$ cat src/rtl/sar_search_4b.sv
// Successive-approximation search controller driving a G/L/E magnitude comparator.
// Binary-searches the comparator's unknown 'a' input by presenting trial values on 'probe'.
module sar_search_4b #(
    parameter int unsigned N  = 4,
    parameter int unsigned SW = 3
) (
    input  logic          clk,
    input  logic          rstn,
    input  logic          start,
    output logic [N-1:0]  probe,
    input  logic          G,
    input  logic          L,
    input  logic          E,
    output logic          busy,
    output logic          done,
    output logic [N-1:0]  result,
    output logic [SW-1:0] steps,
    output logic          err
);

    localparam int unsigned KW = $clog2(N);

    typedef enum logic [1:0] {
        IDLE  = 2'd0,
        TRIAL = 2'd1,
        FIN   = 2'd2
    } state_t;

    state_t        state_q, state_d;
    logic [N-1:0]  probe_q, probe_d;
    logic [N-1:0]  acc_q, acc_d;
    logic [KW-1:0] k_q, k_d;
    logic [N-1:0]  result_q, result_d;
    logic [SW-1:0] steps_q, steps_d;
    logic          err_q, err_d;
    logic          busy_q, busy_d;
    logic          done_q, done_d;

    logic [N-1:0]  acc_upd;
    logic          flags_ok;

    // Exactly one of G/L/E must be asserted for a trial to be trusted
    assign flags_ok = (G & ~L & ~E) | (~G & L & ~E) | (~G & ~L & E);

    // State and registered-output update
    always_ff @(posedge clk or negedge rstn) begin
        if (!rstn) begin
            state_q  <= IDLE;
            probe_q  <= '0;
            acc_q    <= '0;
            k_q      <= '0;
            result_q <= '0;
            steps_q  <= '0;
            err_q    <= 1'b0;
            busy_q   <= 1'b0;
            done_q   <= 1'b0;
        end else begin
            state_q  <= state_d;
            probe_q  <= probe_d;
            acc_q    <= acc_d;
            k_q      <= k_d;
            result_q <= result_d;
            steps_q  <= steps_d;
            err_q    <= err_d;
            busy_q   <= busy_d;
            done_q   <= done_d;
        end
    end

    // Next-state and next-output logic; busy/done track the state being entered
    always_comb begin
        state_d  = state_q;
        probe_d  = probe_q;
        acc_d    = acc_q;
        k_d      = k_q;
        result_d = result_q;
        steps_d  = steps_q;
        err_d    = err_q;
        acc_upd  = acc_q;

        unique case (state_q)
            IDLE: begin
                if (start) begin
                    state_d = TRIAL;
                    probe_d = {1'b1, {(N-1){1'b0}}};
                    k_d     = KW'(N - 1);
                    acc_d   = '0;
                    steps_d = '0;
                    err_d   = 1'b0;
                end
            end
            TRIAL: begin
                steps_d = steps_q + SW'(1);
                if (!flags_ok) begin
                    err_d    = 1'b1;
                    result_d = acc_q;
                    state_d  = FIN;
                end else if (E) begin
                    result_d = probe_q;
                    state_d  = FIN;
                end else if (k_q == '0) begin
                    // L here proves a == acc; G contradicts earlier answers
                    result_d = acc_q;
                    err_d    = G;
                    state_d  = FIN;
                end else begin
                    acc_upd = G ? (acc_q | (N'(1) << k_q)) : acc_q;
                    acc_d   = acc_upd;
                    k_d     = k_q - KW'(1);
                    probe_d = acc_upd | (N'(1) << (k_q - KW'(1)));
                end
            end
            FIN: begin
                state_d = IDLE;
            end
            default: begin
                state_d = IDLE;
            end
        endcase
    end

    // Registered status flags derived from the upcoming state
    always_comb begin
        busy_d = (state_d == TRIAL);
        done_d = (state_d == FIN);
    end

    assign probe  = probe_q;
    assign result = result_q;
    assign steps  = steps_q;
    assign err    = err_q;
    assign busy   = busy_q;
    assign done   = done_q;

endmodule
$ cat config.mk
export PLATFORM = sky130hd
export DESIGN_NAME = sar_search_4b
export DESIGN_NICKNAME = d
export VERILOG_FILES = /design/src/rtl/sar_search_4b.sv
export SDC_FILE = /design/constraint.sdc
export NUM_CORES = 1
export LEC_CHECK = 0
export CORE_MARGIN = 8
export CORE_UTILIZATION = 54
export DETAILED_ROUTE_END_ITERATION = 7
export PLACE_DENSITY = 0.83
export SLEW_MARGIN = 20
export SYNTH_ARGS = -nofsm -noshare
export SYNTH_HDL_FRONTEND = slang
export SYNTH_SLANG_ARGS = --single-unit
$ cat constraint.sdc
create_clock -name clk -period 3.4 [get_ports clk]
set_clock_uncertainty 0.2 [all_clocks]
set_input_delay 0.68 -clock clk [delete_from_list [all_inputs] [get_ports clk]]
set_output_delay 0.68 -clock clk [all_outputs]
set_load 0.02 [all_outputs]
* Word level (Yosys, flattened, before mapping) *
Cells that the tools add are included.

word-level totals
  bits in latches = 0
  memories = 0
  RAM bits = 0
  output and inout bits = 14
  bits in read-only memories = 0
  register bits = 22
  input bits = 6
  word-level logic and storage cells = 74

operators by class
  equal/unequal tests = 10
  reductions and logical operators = 7
  bitwise operators = 13
  shifts and indexed selects = 2
  order comparisons = 0
  multipliers = 0
  add/sub/neg operators = 2
  div/mod/pow operators = 0
  muxes and demuxes = 31

operator list
  kind                                                    count
  two-way mux 4 bit                                       12
  two-way mux 2 bit                                       8
  one-hot mux 4 bit (2 select lines)                      2
  inequality test 2 bit (second input constant)           4
  bitwise OR 4 bit                                        2
  one-hot mux 2 bit (2 select lines)                      2
  left shift 1 x 2 -> 4 bit (first input constant)        2
  bitwise AND 1 bit                                       6
  inequality test 3 bit (second input constant)           2
  one-hot mux 3 bit (2 select lines)                      1
  AND reduction 5 bit                                     1
  equality test 2 x 1 -> 1 bit (second input constant)    2
  logical NOT 2 bit                                       2
  two-way mux 1 bit                                       4
  AND reduction 2 bit                                     2
  AND reduction 4 bit                                     1
  adder 3 x 1 -> 3 bit (second input constant)            1
  two-way mux 3 bit                                       1
  inequality test 3 x 2 -> 1 bit (second input constant)  1
  NOT 1 bit                                               3
  equality test 2 bit (second input constant)             1
  bitwise OR 1 bit                                        2
  one-hot mux 1 bit (2 select lines)                      1
  nonzero test 2 bit                                      1
  subtractor 2 x 1 -> 2 bit (second input constant)       1

* Logic depth before layout (Yosys ltp) *
  depth in word-level cells = 8
  mapped depth = 6

* Worst setup path after synthesis *
No wires, ideal clock.

  path kind = input to register
  from = input port G
  to = register result_q[0] (netlist: result[0])
  required time = 3.075 ns
  data arrival time = 1.783 ns
  path buffers = 1
  stages = 4
  setup slack = 1.292 ns
  cells stage by stage = buf_2 > nor3b_2 > mux2_2 > mux2_2

between the ends
  cells in the longest elaborated chain, start to end = 7
  elaborated cells on any way between the ends = 12

ends and longest elaborated chain
  element                                          line  text
  start: declaration                               11    input logic G,
  NOT 1 bit                                        43    assign flags_ok = (G & ~L & ~E) | (~G & L & ~E) | (~G & ~L & E);
  bitwise AND 1 bit (2 in series)                  43
  bitwise OR 1 bit                                 43
  bitwise OR 1 bit *                               43
  inequality test 3 x 2 -> 1 bit (no source line)  --
  AND reduction 2 bit (no source line)             --
  end signal: assignment                           62    result_q <= result_d;
  end: declaration                                 33    logic [N-1:0] result_q, result_d;

Mark *: on every way between the ends. The rest lies on a longest branch, timed or not.
A chain may end at the register's enable or synchronous reset.

* Final worst setup path *
  from = input port G
  to = register result_q[1] (netlist: result[1])

The elaborated chain is that of the path after synthesis.

==> summary.txt <==
Timing
  • Max-slew violation total from the final report: 0
  • Max frequency: 0.408 GHz
  • Setup ws final: 949 ps
  • Hold violation count in the final report: 0
  • Final worst-path cycle share: 72.1%
  • Fin crit period: 2450 ps
  • Unrepaired setup endpoints after global routing: false
  • Slew @ Worst Pin: 944 ps
  • Setup_tns: 0 ps
  • Worst relative slew slack: 36.9%
  • Final setup viols: 0
  • Fin Hold WS: 316 ps

Worst setup path
  • Worst setup slack for register-to-register paths: 1250 ps
  • Slowest-stage cell, CP: clkdlybuf4s50_1
  • Maximum fanout along the worst path: 9
  • Startpoint class of the critical path: primary input
  • Cell-by-cell listing of the critical path: clkdlybuf4s50_1, nor3b_2, mux2_2, mux2_2
  • Crit path DAT: 2440 ps
  • CP required: 3390 ps
  • CP endpoint kind: flop
  • Worst stage delay on the critical path: 650 ps
  • Worst Reg-to-Reg Cells: 5
  • Most frequent cell on the critical path: mux2_2
  • Crit Path Class: primary input to flop

Pwr
  • Worst IR drop on VDD: 479 µV
  • Post-route total power: 901 µW
  • Power Dens Cells: 669 nW/µm²
  • Leakage power: 0.000580 µW

Routing
  • Drt total wl: 2250 µm
  • First-pass detailed-route iteration total: 4
  • Vias/cell: 5.56
  • Starting DRT DRC Count: 28
  • Detailed-route wire length per cell: 16.2 µm
  • Routed via count: 773
  • DRC viols: 0
  • Routed Antenna Nets: 0

Layout
  • Fraction of final layout cells sized beyond drive strength 1: 19.6%
  • Fin util: 69.3%
  • P&R area growth vs syn: 21.7%
  • Total inserted antenna cells: 0
  • Final layout net count: 124

Placement
  • Half-perimeter wire length of the detailed placement result: 1680 µm
  • Worst setup slack before clock tree synthesis: 658 ps
  • RePlAce Congestion: 0.837
  • PortBufs: 19

CTS
  • CTS buffer count: 3
  • Clk buf depth: 2
  • CTS hold repair buffers: 0
  • TritonCTS clock tree: built
  • Reg clk slew, reported paths: 110 ps
  • Clock latency of the later-clocked register in the worst-skew pair: 300 ps
  • Post-cts gate resize count: 0
  • Total number of H-tree levels: 1
  • CTS root buffer: clkbuf_4
  • Sinks on the clock net: 22
  • Post-CTS Setup Inserts: 0

Status
  • Result of the run: complete, no violations

Global routing
  • Total global routing track utilization: 13.6%
  • Overflow after GRT: 0
  • Global-route wire length before repair: 3860 µm
  • Via count of the first global-routing pass: 794
  • Number of antenna violations at the first check in global routing: 0
  • Maximum number of pins on one net before global-route repair: 23

Synth
  • Most used standard cell by instance count after synthesis: dfrtp_1
  • Register bit total from synthesis: 22
  • Synthesized netlist net count: 103
  • Sequential element share of the synthesized area: 49.8%
  • Main area contributors after synthesis: dfrtp_1 (50%), mux2_2 (9.2%), ha_1 (5.7%), o211ai_1 (3.4%), a21oi_1 (2.7%)
  • Commonest register cell after synthesis: dfrtp_1
  • Synth top area share: 49.8%
  • Number of cells produced by synthesis: 92
  • Average instance area after synthesis: 12.0 µm²
  • Top cell types by occurrence after synthesis: dfrtp_1 (22), mux2_2 (9), a21oi_1 (6), ha_1 (5), o211ai_1 (5)
  • Cell type with the highest aggregate area in the netlist: dfrtp_1
  • Count of flip-flops with a built-in enable after synthesis: 0
  • Number of distinct library cells after synthesis: 34
  • Total of warnings raised by yosys: 0
  • Post-synth ARST share: 100%
  • Synthesized area: 1110 µm²

Floorplan
  • Width of the die: 61.3 µm
  • IO Count: 20
  • Starting utilization of the core area: 57.0%
  • Height of the chip: 61.3 µm
  • Floorplan die area: 3750 µm²
  • Core Box Area: 1940 µm²
  • Number of placement rows: 16

Hold path
  • Number of cells traversed by the worst hold path: 1
  • Worst min-delay path class: flop to flop

Run
  • Total of max-cap violations: 0
[stage by stage]
| step | instance area, µm² | std cells |
|---|---|---|
| 4_1_cts | 1350 | 139 |
| 2_1_floorplan | 1110 | 92 |
| 3_5_place_dp | 1310 | 135 |
| 6_report | 1350 | 139 |
| 5_1_grt | 1350 | 139 |
| 3_3_place_gp | 1310 | 135 |
[layout make-up]
class	instances	area, µm²
clock buffer	4	36.3
multi-input combinational	65	528
timing repair buffer	19	190
inverter	2	7.51
fill	154	596
sequential	22	551
tap	27	33.8
[worst paths after layout]
check | from | end
worst min register to register | result[2] | result[2]
worst min-delay path | result[2] | result[2]
worst max-delay path | G | result[1]
worst max register to register | k_q[0] | probe[3]
max in group asynchronous | rstn | probe[1]
min in group asynchronous | rstn | steps[0]
[per-layer routing]
metal / GRT usage (%) / vias to the layer above / share of wire [%]
met5: 0 / - / 0
met4: 2.99 / 0 / 0.75
met3: 3.55 / 4 / 7.2
met2: 22.2 / 25 / 49
met1: 17.5 / 371 / 43
li1: - / 373 / -
[worst max-delay path: cells and delay by family]
family,cells,cell delay [ps]
multiplexers,2,640
AND/OR/NAND/NOR,1,470
buffers and inverters,1,650
[report_power, final]
| group | switching (µW) | leakage, µW | total (µW) | internal [µW] |
|---|---|---|---|---|
| Clock | 72.6 | 0.0000210 | 138 | 65.2 |
| Combinational | 205 | 0.000274 | 384 | 179 |
| Sequential | 52.6 | 0.000284 | 379 | 326 |
| Total | 330 | 0.000580 | 901 | 571 |
[registers in the layout, summed over array words and instances, names as in the netlist]
signal	count
acc_q	4
probe	4
result	4
steps	3
k_q	2
state_q	2
busy	1
done	1
err	1
[placed cells by master (no fill, tap or decap), drive strengths merged]
cell and n:
dfrtp 22, clkdlybuf4s50 19, mux2 10, o21ai 8
a21oi 7, o211ai 5, ha 5, nand2 4
nand3 4, clkbuf 4, nor2b 3, nor3b 3
nor2 2, inv 2, nand3b 2, xor2 2
nand2b 1, xnor2 1, or4b 1, or3b 1
a211oi 1, and2 1, o22ai 1, nand4 1
nor4b 1, or4 1
[logic make-up after synthesis]
family / after synthesis / share of synthesized area (%)
buf+inv: 5 / 2.49
xor+xnor: 3 / 3.73
flops: 22 / 49.8
mux: 10 / 10.5
fa+ha+maj: 5 / 5.66
compound gates: 22 / 12.8
simple gates: 25 / 15.0
No activity file was read; power rests on OpenSTA's default activity.
